--- src/rtl/score_if.sv ---
// Score-keeper bundle: requester handshake, frame/game controls and the
// registered score/status outputs that feed the digit drawers.
interface score_if;
  logic       startOfFrame;
  logic       newGame;
  logic [2:0] scoreReq;
  logic [2:0] scoreGrant;
  logic [3:0] lowDigit;
  logic [3:0] midDigit;
  logic [3:0] highDigit;
  logic       busy;
  logic       scoreChanged;
  logic       saturated;
  logic       scoreFlash;

  modport master (
    output startOfFrame, newGame, scoreReq,
    input  scoreGrant, lowDigit, midDigit, highDigit,
    input  busy, scoreChanged, saturated, scoreFlash
  );

  modport slave (
    input  startOfFrame, newGame, scoreReq,
    output scoreGrant, lowDigit, midDigit, highDigit,
    output busy, scoreChanged, saturated, scoreFlash
  );
endinterface

--- src/rtl/score_keeper.sv ---
// 3-digit BCD score register with round-robin event arbitration, a
// digit-serial carry FSM, saturation at 999 and a frame-counted flash.
module score_keeper #(
  parameter logic [3:0] VALUE0       = 4'd1,
  parameter logic [3:0] VALUE1       = 4'd5,
  parameter logic [3:0] VALUE2       = 4'd9,
  parameter logic [7:0] FLASH_FRAMES = 8'd30
) (
  input logic   clk,
  input logic   reset,
  score_if.slave sif
);

  localparam logic [2:0] IDLE = 3'd0;
  localparam logic [2:0] ADD0 = 3'd1;
  localparam logic [2:0] ADD1 = 3'd2;
  localparam logic [2:0] ADD2 = 3'd3;
  localparam logic [2:0] DONE = 3'd4;

  logic [2:0] state;
  logic [1:0] rr_ptr;
  logic [3:0] addend;
  logic [7:0] flash_cnt;
  logic [3:0] low;
  logic [3:0] mid;
  logic [3:0] high;
  logic [2:0] grant;
  logic       changed;
  logic       sat;

  logic [2:0] win;
  logic [4:0] low_sum;
  logic [4:0] mid_inc;
  logic [4:0] high_inc;

  // Returns {carry, digit}; digit is always a legal BCD value.
  function automatic logic [4:0] bcd_add(input logic [3:0] a, input logic [3:0] b);
    logic [4:0] s;
    s = {1'b0, a} + {1'b0, b};
    if (s > 5'd9) return {1'b1, 4'(s - 5'd10)};
    return {1'b0, s[3:0]};
  endfunction

  function automatic logic [2:0] pick3(input logic [2:0] req, input logic [1:0] a,
                                       input logic [1:0] b, input logic [1:0] c);
    if (req[a]) return 3'b001 << a;
    if (req[b]) return 3'b001 << b;
    if (req[c]) return 3'b001 << c;
    return 3'b000;
  endfunction

  // rr_ptr names the requester that gets first look on the next IDLE visit.
  always_comb begin
    win = 3'b000;
    case (rr_ptr)
      2'd1:    win = pick3(sif.scoreReq, 2'd1, 2'd2, 2'd0);
      2'd2:    win = pick3(sif.scoreReq, 2'd2, 2'd0, 2'd1);
      default: win = pick3(sif.scoreReq, 2'd0, 2'd1, 2'd2);
    endcase
  end

  assign low_sum  = bcd_add(low, addend);
  assign mid_inc  = bcd_add(mid, 4'd1);
  assign high_inc = bcd_add(high, 4'd1);

  always_ff @(posedge clk) begin
    if (reset) begin
      state     <= IDLE;
      rr_ptr    <= 2'd0;
      addend    <= 4'd0;
      flash_cnt <= 8'd0;
      low       <= 4'd0;
      mid       <= 4'd0;
      high      <= 4'd0;
      grant     <= 3'b000;
      changed   <= 1'b0;
      sat       <= 1'b0;
    end else if (sif.newGame) begin
      state     <= IDLE;
      addend    <= 4'd0;
      flash_cnt <= 8'd0;
      low       <= 4'd0;
      mid       <= 4'd0;
      high      <= 4'd0;
      grant     <= 3'b000;
      changed   <= 1'b0;
      sat       <= 1'b0;
    end else begin
      grant   <= 3'b000;
      changed <= 1'b0;

      if (state == DONE)
        flash_cnt <= FLASH_FRAMES;
      else if (sif.startOfFrame && flash_cnt != 8'd0)
        flash_cnt <= flash_cnt - 8'd1;

      case (state)
        IDLE: begin
          if (win != 3'b000) begin
            grant <= win;
            state <= ADD0;
            if (win[0]) begin
              addend <= VALUE0;
              rr_ptr <= 2'd1;
            end else if (win[1]) begin
              addend <= VALUE1;
              rr_ptr <= 2'd2;
            end else begin
              addend <= VALUE2;
              rr_ptr <= 2'd0;
            end
          end
        end
        ADD0: begin
          if (sat) begin
            state <= IDLE;
          end else begin
            low <= low_sum[3:0];
            if (low_sum[4]) begin
              state <= ADD1;
            end else begin
              state   <= DONE;
              changed <= 1'b1;
              // Landing exactly on 999 without overflow still saturates.
              if (low_sum[3:0] == 4'd9 && mid == 4'd9 && high == 4'd9) sat <= 1'b1;
            end
          end
        end
        ADD1: begin
          mid <= mid_inc[3:0];
          if (mid_inc[4]) begin
            state <= ADD2;
          end else begin
            state   <= DONE;
            changed <= 1'b1;
          end
        end
        ADD2: begin
          state   <= DONE;
          changed <= 1'b1;
          if (high_inc[4]) begin
            low  <= 4'd9;
            mid  <= 4'd9;
            high <= 4'd9;
            sat  <= 1'b1;
          end else begin
            high <= high_inc[3:0];
          end
        end
        DONE:    state <= IDLE;
        default: state <= IDLE;
      endcase
    end
  end

  assign sif.scoreGrant   = grant;
  assign sif.lowDigit     = low;
  assign sif.midDigit     = mid;
  assign sif.highDigit    = high;
  assign sif.busy         = (state != IDLE);
  assign sif.scoreChanged = changed;
  assign sif.saturated    = sat;
  assign sif.scoreFlash   = (flash_cnt != 8'd0);

endmodule

--- src/flat_wrapper.sv ---
// flat-port wrapper written by rule: the top's interface ports become plain ports
module score_keeper_flat 
#(
  parameter logic [3:0] VALUE0       = 4'd1,
  parameter logic [3:0] VALUE1       = 4'd5,
  parameter logic [3:0] VALUE2       = 4'd9,
  parameter logic [7:0] FLASH_FRAMES = 8'd30
)
  (clk, reset, sif_startOfFrame, sif_newGame, sif_scoreReq, sif_scoreGrant, sif_lowDigit, sif_midDigit, sif_highDigit, sif_busy, sif_scoreChanged, sif_saturated, sif_scoreFlash);
  score_if sif_i ();
  input logic clk;
  input logic reset;
  input wire logic [$bits(sif_i.startOfFrame)-1:0] sif_startOfFrame;
  input wire logic [$bits(sif_i.newGame)-1:0] sif_newGame;
  input wire logic [$bits(sif_i.scoreReq)-1:0] sif_scoreReq;
  output wire logic [$bits(sif_i.scoreGrant)-1:0] sif_scoreGrant;
  output wire logic [$bits(sif_i.lowDigit)-1:0] sif_lowDigit;
  output wire logic [$bits(sif_i.midDigit)-1:0] sif_midDigit;
  output wire logic [$bits(sif_i.highDigit)-1:0] sif_highDigit;
  output wire logic [$bits(sif_i.busy)-1:0] sif_busy;
  output wire logic [$bits(sif_i.scoreChanged)-1:0] sif_scoreChanged;
  output wire logic [$bits(sif_i.saturated)-1:0] sif_saturated;
  output wire logic [$bits(sif_i.scoreFlash)-1:0] sif_scoreFlash;
  assign sif_i.startOfFrame = sif_startOfFrame;
  assign sif_i.newGame = sif_newGame;
  assign sif_i.scoreReq = sif_scoreReq;
  assign sif_scoreGrant = sif_i.scoreGrant;
  assign sif_lowDigit = sif_i.lowDigit;
  assign sif_midDigit = sif_i.midDigit;
  assign sif_highDigit = sif_i.highDigit;
  assign sif_busy = sif_i.busy;
  assign sif_scoreChanged = sif_i.scoreChanged;
  assign sif_saturated = sif_i.saturated;
  assign sif_scoreFlash = sif_i.scoreFlash;
  score_keeper #(.VALUE0(VALUE0), .VALUE1(VALUE1), .VALUE2(VALUE2), .FLASH_FRAMES(FLASH_FRAMES)) u_core (.clk(clk), .reset(reset), .sif(sif_i));
endmodule
--- config.mk ---
export PLATFORM = sky130hd
export DESIGN_NAME = score_keeper_flat
export DESIGN_NICKNAME = d
export VERILOG_FILES = /design/src/rtl/score_if.sv /design/src/rtl/score_keeper.sv /design/src/flat_wrapper.sv
export SDC_FILE = /design/constraint.sdc
export NUM_CORES = 1
export LEC_CHECK = 0
export BUFFER_PORTS_ARGS = -buffer_cell sky130_fd_sc_hd__buf_2
export CORE_ASPECT_RATIO = 1.25
export CORE_MARGIN = 3
export CORE_UTILIZATION = 57
export DETAILED_ROUTE_END_ITERATION = 10
export PLACE_DENSITY = 0.8
export SLEW_MARGIN = 20
export SYNTH_ARGS = -nofsm -noshare
export SYNTH_HDL_FRONTEND = slang
export SYNTH_SLANG_ARGS = --single-unit
--- constraint.sdc ---
create_clock -name clk -period 2.8 [get_ports clk]
set_input_delay 0.14 -clock clk [delete_from_list [all_inputs] [get_ports clk]]
set_output_delay 0.14 -clock clk [all_outputs]
set_load 0.02 [all_outputs]
==> impl_metrics.json, run 1 <==
{
  "outcome": "completed",
  "antenna_found_initial": 0,
  "cts.repair.resized": 0,
  "grt-ovfl-total": 0,
  "ys.warnings.count": 0,
  "totalPowerFinal_mw": 1.17,
  "syn_area_mm2": 0.00197,
  "p_leak_nw": 0.917,
  "synth.avg_cell_area_um2": 8.99,
  "cts-root-buf": "clkbuf_8",
  "crit_path_cell_trace": "ha_1 -> ha_1 -> xnor2_1 -> ha_1 -> a21boi_0 -> o31ai_4 -> mux2i_1 -> a22o_1",
  "grt_pass1_wl_um": 6870,
  "critPathLaunchType": "register",
  "final_nets": 271,
  "drive_gt1_share_pct": 19.7,
  "fmax_ghz": 0.455,
  "drc": 0,
  "ir_drop_mv": 0.431,
  "powerDensity_mw_per_mm2": 528,
  "yosys_register_bits": 33,
  "tns_ns": 0,
  "die-height_um": 71.7,
  "worst-r2r-cell-count": 8,
  "grt_usage_pct": 21.2,
  "power_switching_mw": 0.367,
  "netlist_instances": 219,
  "drt_iter0_markers": 47,
  "cts_buffer_depth": 2,
  "worstMarginPinSlew_ns": 0.606,
  "holdPathStages": 2,
  "p_comb_share_pct": 26.0,
  "grt_pass1_vias": 1650,
  "synth_cell_types": 55,
  "clk-insertion-delay-late_ns": 0.29,
  "diodes": 0,
  "p_sw_share_pct": 31.4,
  "vias": 1699,
  "intPower_mw": 0.803,
  "fin_worst_skew_ns": 0.00714,
  "cp_max_fo": 5,
  "postCtsSetupBuffers": 0,
  "worstSetupPathDepth": 8,
  "synth_nets": 242,
  "areaGrowthSynthToFinish_pct": 12.6,
  "hpwl_um": 3080,
  "synth_edf_count": 0,
  "fillCellCount": 274,
  "wl_per_cell_um": 14.3,
  "finalCriticalPeriod_ns": 2.20,
  "start_util_pct": 60.6,
  "critPathMaxStageDelay_ns": 0.33,
  "hold_buffers": 0,
  "power_frac_clock_pct": 29.6,
  "path_class": "reg -> reg",
  "dominantRegCellSynth": "dfxtp_1",
  "core_mm2": 0.00325,
  "cpMaxStageDelayCell": "a21boi_0",
  "die_w_um": 58.6,
  "synthArstFlopShare_pct": 0,
  "max_cap_violations": 0,
  "crit_path_end_kind": "register",
  "grt_max_degree": 22,
  "finalHoldViolCount": 0,
  "setup_viol": 0,
  "ios": 26,
  "fp-row-count": 23,
  "drt_wl_total_um": 4090,
  "cts_sinks": 33,
  "ant_nets": 0,
  "whs_ns": 0.0592,
  "die-area_mm2": 0.00420,
  "cts_buffers": 5,
  "clk_pin_slew_worst_paths_ns": 0.07,
  "worstPathRequired_ns": 2.99,
  "viasPerCell": 5.94,
  "rsz0062_at_grt": "no",
  "seq_power_share_pct": 44.4,
  "critPathTopFamily": "adder cells",
  "io_buffers": 25,
  "cp_data_arrival_time_ns": 2.39,
  "cts_tree": "yes",
  "hold_class": "in -> reg",
  "slew_headroom_pct": 59.4,
  "ys_seq_area_share_pct": 33.5,
  "htree_levels": 2,
  "slew_viol_final": 0,
  "period_share_pct": 78.6,
  "cp_num_buf_inv": 0,
  "gp_routability_congestion": 0.798,
  "drt_pass1_iterations": 4,
  "crit_path_frequent_cell": "ha_1"
}
## power by group through the flow
stage | clock network [mW] | registers (mW) | logic (mW)
finish | 0.347 | 0.520 | 0.304
global placement | 0 | 0.529 | 0.296
global route | 0.375 | 0.523 | 0.338
detailed placement | 0 | 0.530 | 0.303
floorplan | 0 | 0.526 | 0.240
CTS | 0.360 | 0.520 | 0.305
## worst reg2reg max path: stages, from the launching register on
cell	delay (ns)
dfxtp_1	0.32
ha_1	0.21
ha_1	0.21
xnor2_1	0.31
ha_1	0.25
a21boi_0	0.33
o31ai_4	0.13
mux2i_1	0.16
a22o_1	0.19
## cells in the final DEF (no fill, tap or decap), types with 3 or more instances in the layout
cell | synthesis | final
a211oi_1 | 3 | 3
a21oi_1 | 14 | 14
buf_2 | 2 | 25
clkbuf_8 | 0 | 5
dfxtp_1 | 33 | 33
ha_1 | 16 | 16
inv_1 | 16 | 16
nand2_1 | 11 | 11
nand2b_1 | 6 | 6
nand3_1 | 7 | 7
nor2_1 | 16 | 16
nor2b_1 | 4 | 4
nor3_1 | 9 | 9
nor4_1 | 3 | 3
o21ai_0 | 10 | 10
o32ai_1 | 3 | 3
xnor2_1 | 10 | 10
xor2_1 | 3 | 3
## per-layer routing
| layer | wire length, um | GRT usage, % |
|---|---|---|
| met1 | 1770 | 22.8 |
| met2 | 2100 | 37.8 |
| met3 | 123 | 5.41 |
| met4 | 95 | 10.3 |
| met5 | 0 | 0 |
## sequential cells by signal, indices dropped and copies added, names as in the netlist
register                 flops
u_core.flash_cnt             8
u_core.sif.highDigit         4
u_core.sif.lowDigit          4
u_core.sif.midDigit          4
u_core.addend                3
u_core.sif.scoreGrant        3
u_core.state                 3
u_core.rr_ptr                2
u_core.sif.saturated         1
u_core.sif.scoreChanged      1
## path summary, 6_finish.rpt
path	slack, ns	to	startpoint
hold / removal	0.06	u_core.rr_ptr[1]	reset
hold reg to reg	0.45	u_core.addend[0]	u_core.addend[0]
setup reg to reg	0.60	u_core.sif.lowDigit[2]	u_core.sif.lowDigit[0]
setup / recovery	0.60	u_core.sif.lowDigit[2]	u_core.sif.lowDigit[0]
## synth_stat cells (all sizes together) (3+ instances only)
library cell  count  area share [%]
o21ai            11             2.8
ha               16              10
mux2              3             1.7
nor4              4             1.6
inv              16             3.0
a31oi             3             1.3
o32ai             3             1.3
xnor2            11             5.8
nand2b            6             1.9
nand2            11             2.1
nand3             7             1.8
xor2              3             1.3
o311ai            5             3.0
a211oi            3             1.1
nor3             10             2.8
a21boi            3             1.3
dfxtp            33              34
nor2             16             3.0
nor2b             4             1.3
a21oi            14             3.6
## logic make-up after synthesis
group / count (synthesis) / synth area share (%)
fa+ha+maj: 16 / 10.2
buf+inv: 20 / 3.94
mux: 4 / 2.22
compound gates: 58 / 22.3
flops: 33 / 33.5
simple gates: 74 / 20.6
xor+xnor: 14 / 7.18
## per-stage QoR
stage,std cells,worst slack [ns],util [%],cell area [um^2]
finish,286,0.600,68.2,2220
global route,286,0.411,68.2,2220
CTS,286,0.600,68.2,2220
detailed placement,278,0.614,65.5,2130
global placement,278,0.691,65.5,2130
floorplan,219,0.662,-,1970
## area by class of cell
class	count	area (um^2)	share of cell area [%]
Inverter	16	60.1	2.71
Clock buffer	5	68.8	3.10
Clock inverter	3	17.5	0.790
Multi-Input combinational cell	166	1230	55.5
Tap cell	37	46.3	2.09
Timing Repair Buffer	26	133	5.98
Sequential cell	33	661	29.8
Note: power is estimated with default switching activity, not from simulation.
==> run 2, diff against run 1 <==
--- a/config.mk
+++ b/config.mk
@@ -5,6 +5,7 @@
 export SDC_FILE = /design/constraint.sdc
 export NUM_CORES = 1
 export LEC_CHECK = 0
+export ABC_AREA = 1
 export BUFFER_PORTS_ARGS = -buffer_cell sky130_fd_sc_hd__buf_2
 export CORE_ASPECT_RATIO = 1.25
 export CORE_MARGIN = 3
==> constraint.sdc (replaced) <==
create_clock -name clk -period 2.25 [get_ports clk]
set_input_delay 0.1125 -clock clk [delete_from_list [all_inputs] [get_ports clk]]
set_output_delay 0.1125 -clock clk [all_outputs]
set_load 0.02 [all_outputs]
==> impl_metrics.json, run 2 <==
{
  "htree_levels": 2,
  "synth-compound-area-share_pct": 10.5,
  "vias": 1922,
  "rsz0062_at_grt": "no",
  "antenna_found_initial": 0,
  "drt_iter0_markers": 103,
  "p_leak_nw": 1.18,
  "critPathMaxStageDelay_ns": 0.33,
  "ant_nets": 0,
  "ys_seq_area_share_pct": 32.7,
  "wl_per_cell_um": 11.5,
  "worst-r2r-cell-count": 13,
  "grt_pass1_vias": 1779,
  "cts-root-buf": "clkbuf_8",
  "areaGrowthSynthToFinish_pct": 12.5,
  "layout_common_cells": "75 x nand2_1, 51 x inv_1, 33 x dfxtp_1",
  "synth_edf_count": 0,
  "cts_sinks": 33,
  "die-area_mm2": 0.00430,
  "period_share_pct": 90.5,
  "syn_area_mm2": 0.00202,
  "ys.warnings.count": 0,
  "p_comb_share_pct": 31.4,
  "finalCriticalPeriod_ns": 2.04,
  "cts.repair.resized": 0,
  "core_mm2": 0.00331,
  "crit_start": "u_core.sif.lowDigit[0]",
  "busiest_layer": "met2",
  "clk-insertion-delay-late_ns": 0.29,
  "synthArstFlopShare_pct": 0,
  "powerDensity_mw_per_mm2": 697,
  "holdCritStartpoint": "sif_scoreReq[2]",
  "die-height_um": 72.6,
  "synth_simple_gate_area_share_pct": 33.1,
  "cts_buffer_depth": 2,
  "yosys.area.top_type": "dfxtp_1",
  "finalHoldViolCount": 0,
  "dp_cells": 359,
  "setup_viol": 0,
  "drive_gt1_share_pct": 14.2,
  "largest_register_ffs": 8,
  "largest_register": "u_core.flash_cnt",
  "cpMaxStageDelayCell": "dfxtp_1",
  "fmax_ghz": 0.491,
  "drt_pass1_iterations": 4,
  "gp_routability_congestion": 0.882,
  "final_area_mm2": 0.00227,
  "synth_xor_area_share_pct": 3.47,
  "netlist_instances": 298,
  "p_sw_share_pct": 35.3,
  "die_w_um": 59.2,
  "synth_top_area_share_pct": 32.7,
  "path_class": "reg -> reg",
  "synth_cell_types": 27,
  "ys_top_cells_by_count": "75 x nand2_1, 51 x inv_1, 33 x dfxtp_1",
  "start_util_pct": 61.0,
  "cts_tree": "yes",
  "ios": 26,
  "cp_max_fo": 5,
  "slew_viol_final": 0,
  "synth.area.top_cells": "dfxtp_1 33%, nand2_1 14%, ha_1 9.9%, inv_1 9.5%, nand3_1 7.7%",
  "yosys_register_bits": 33,
  "cp_data_arrival_time_ns": 2.22,
  "final_nets": 352,
  "r2r_start": "u_core.sif.lowDigit[0]",
  "power_frac_clock_pct": 27.2,
  "crit_path_end_kind": "register",
  "viasPerCell": 5.24,
  "hold_buffers": 0,
  "grt_usage_pct": 22.1,
  "drt_wl_total_um": 4210,
  "worstPathRequired_ns": 2.43,
  "hpwl_um": 3240,
  "postCtsSetupBuffers": 0,
  "power_switching_mw": 0.558,
  "hold_class": "in -> reg",
  "fp-row-count": 23,
  "grt_max_degree": 16,
  "use_met1_pct": 25.3,
  "synthMuxAreaShare_pct": 0,
  "dpl_cell_area_mm2": 0.00219,
  "outcome": "completed",
  "grt-ovfl-total": 0,
  "final_cells": 367,
  "synth_top_family_by_area": "simple AND/OR/NAND/NOR gates",
  "synthAdderAreaFrac_pct": 9.91,
  "slew_headroom_pct": 66.0,
  "drc": 0,
  "grtUsageMet3_pct": 4.98,
  "synth_most_common_cell": "nand2_1",
  "io_buffers": 25,
  "intPower_mw": 1.02,
  "ir_drop_mv": 1.07,
  "grtUsageMet2_pct": 38.0,
  "grt_pass1_wl_um": 7410,
  "critPathLaunchType": "register",
  "fin_worst_skew_ns": 0.00626,
  "max_cap_violations": 0,
  "synth_nets": 321,
  "synth.avg_cell_area_um2": 6.78,
  "clk_pin_slew_worst_paths_ns": 0.07,
  "worstMarginPinSlew_ns": 0.509,
  "holdPathStages": 3,
  "diodes": 0,
  "dominantRegCellSynth": "dfxtp_1",
  "cts_buffers": 5,
  "crit_path_cell_trace": "ha_1 -> ha_1 -> nand2_1 -> nand2_1 -> ha_1 -> inv_1 -> a21oi_1 -> a21oi_1 -> nand2_1 -> nand2_2 -> nor2_1 -> o21ai_1 -> inv_1",
  "tns_ns": 0,
  "final_common_cell": "nand2_1",
  "seq_power_share_pct": 41.4
}
## run 2: power by group through the flow
stage / clock (mW) / sequential (mW) / combinational (mW)
2_1_floorplan: 0 / 0.666 / 0.401
3_3_place_gp: 0 / 0.667 / 0.492
3_5_place_dp: 0 / 0.669 / 0.499
4_1_cts: 0.436 / 0.656 / 0.501
5_1_grt: 0.468 / 0.661 / 0.573
6_report: 0.430 / 0.655 / 0.497
## run 2: metrics by stage
step | worst slack [ns] | utilization, % | total power [mW] | hold slack (ns)
6_report | 0.213 | 68.7 | 1.58 | 0.0914
5_1_grt | 0.0861 | 68.7 | 1.70 | 0.0983
4_1_cts | 0.262 | 68.7 | 1.59 | 0.0838
3_5_place_dp | 0.297 | 66.2 | 1.17 | 0.380
3_3_place_gp | 0.359 | 66.2 | 1.16 | 0.374
2_1_floorplan | 0.334 | - | 1.07 | 0.253
## run 2: area by class of cell
| cell class | count | area, um^2 |
|---|---|---|
| Fill cell | 289 | 1040 |
| Inverter | 53 | 199 |
| Multi-Input combinational cell | 210 | 1150 |
| Clock buffer | 6 | 72.6 |
| Sequential cell | 33 | 661 |
| Timing Repair Buffer | 26 | 133 |
| Tap cell | 37 | 46.3 |
| Clock inverter | 2 | 10.0 |
## run 2: cell families (layout without fill, tap and decap cells)
group,count (synthesis),in the layout
buf+inv,55,87
simple gates,146,146
fa+ha+maj,16,16
flops,33,33
xor+xnor,8,8
compound gates,40,40
## run 2: worst max-delay path: cells and delay by family (launching register included)
family	cells	cell delay, ns
AO/OA/AOI/OAI	3	0.34
AND/OR/NAND/NOR	5	0.48
flip-flops	1	0.33
buffers and inverters	2	0.12
adder cells (fa/ha/maj)	3	0.66
## run 2: path summary, 6_finish.rpt
path,slack [ns],endpoint
setup / recovery,0.21,u_core.state[2]
setup reg to reg,0.21,u_core.state[2]
hold / removal,0.09,u_core.sif.scoreGrant[2]
hold reg to reg,0.47,u_core.flash_cnt[5]
## run 2: routing by layer
layer | share of wire, % | routed length (um)
met1 | 44 | 1840
met2 | 49 | 2070
met3 | 4.1 | 173
met4 | 3.2 | 134
met5 | 0 | 0
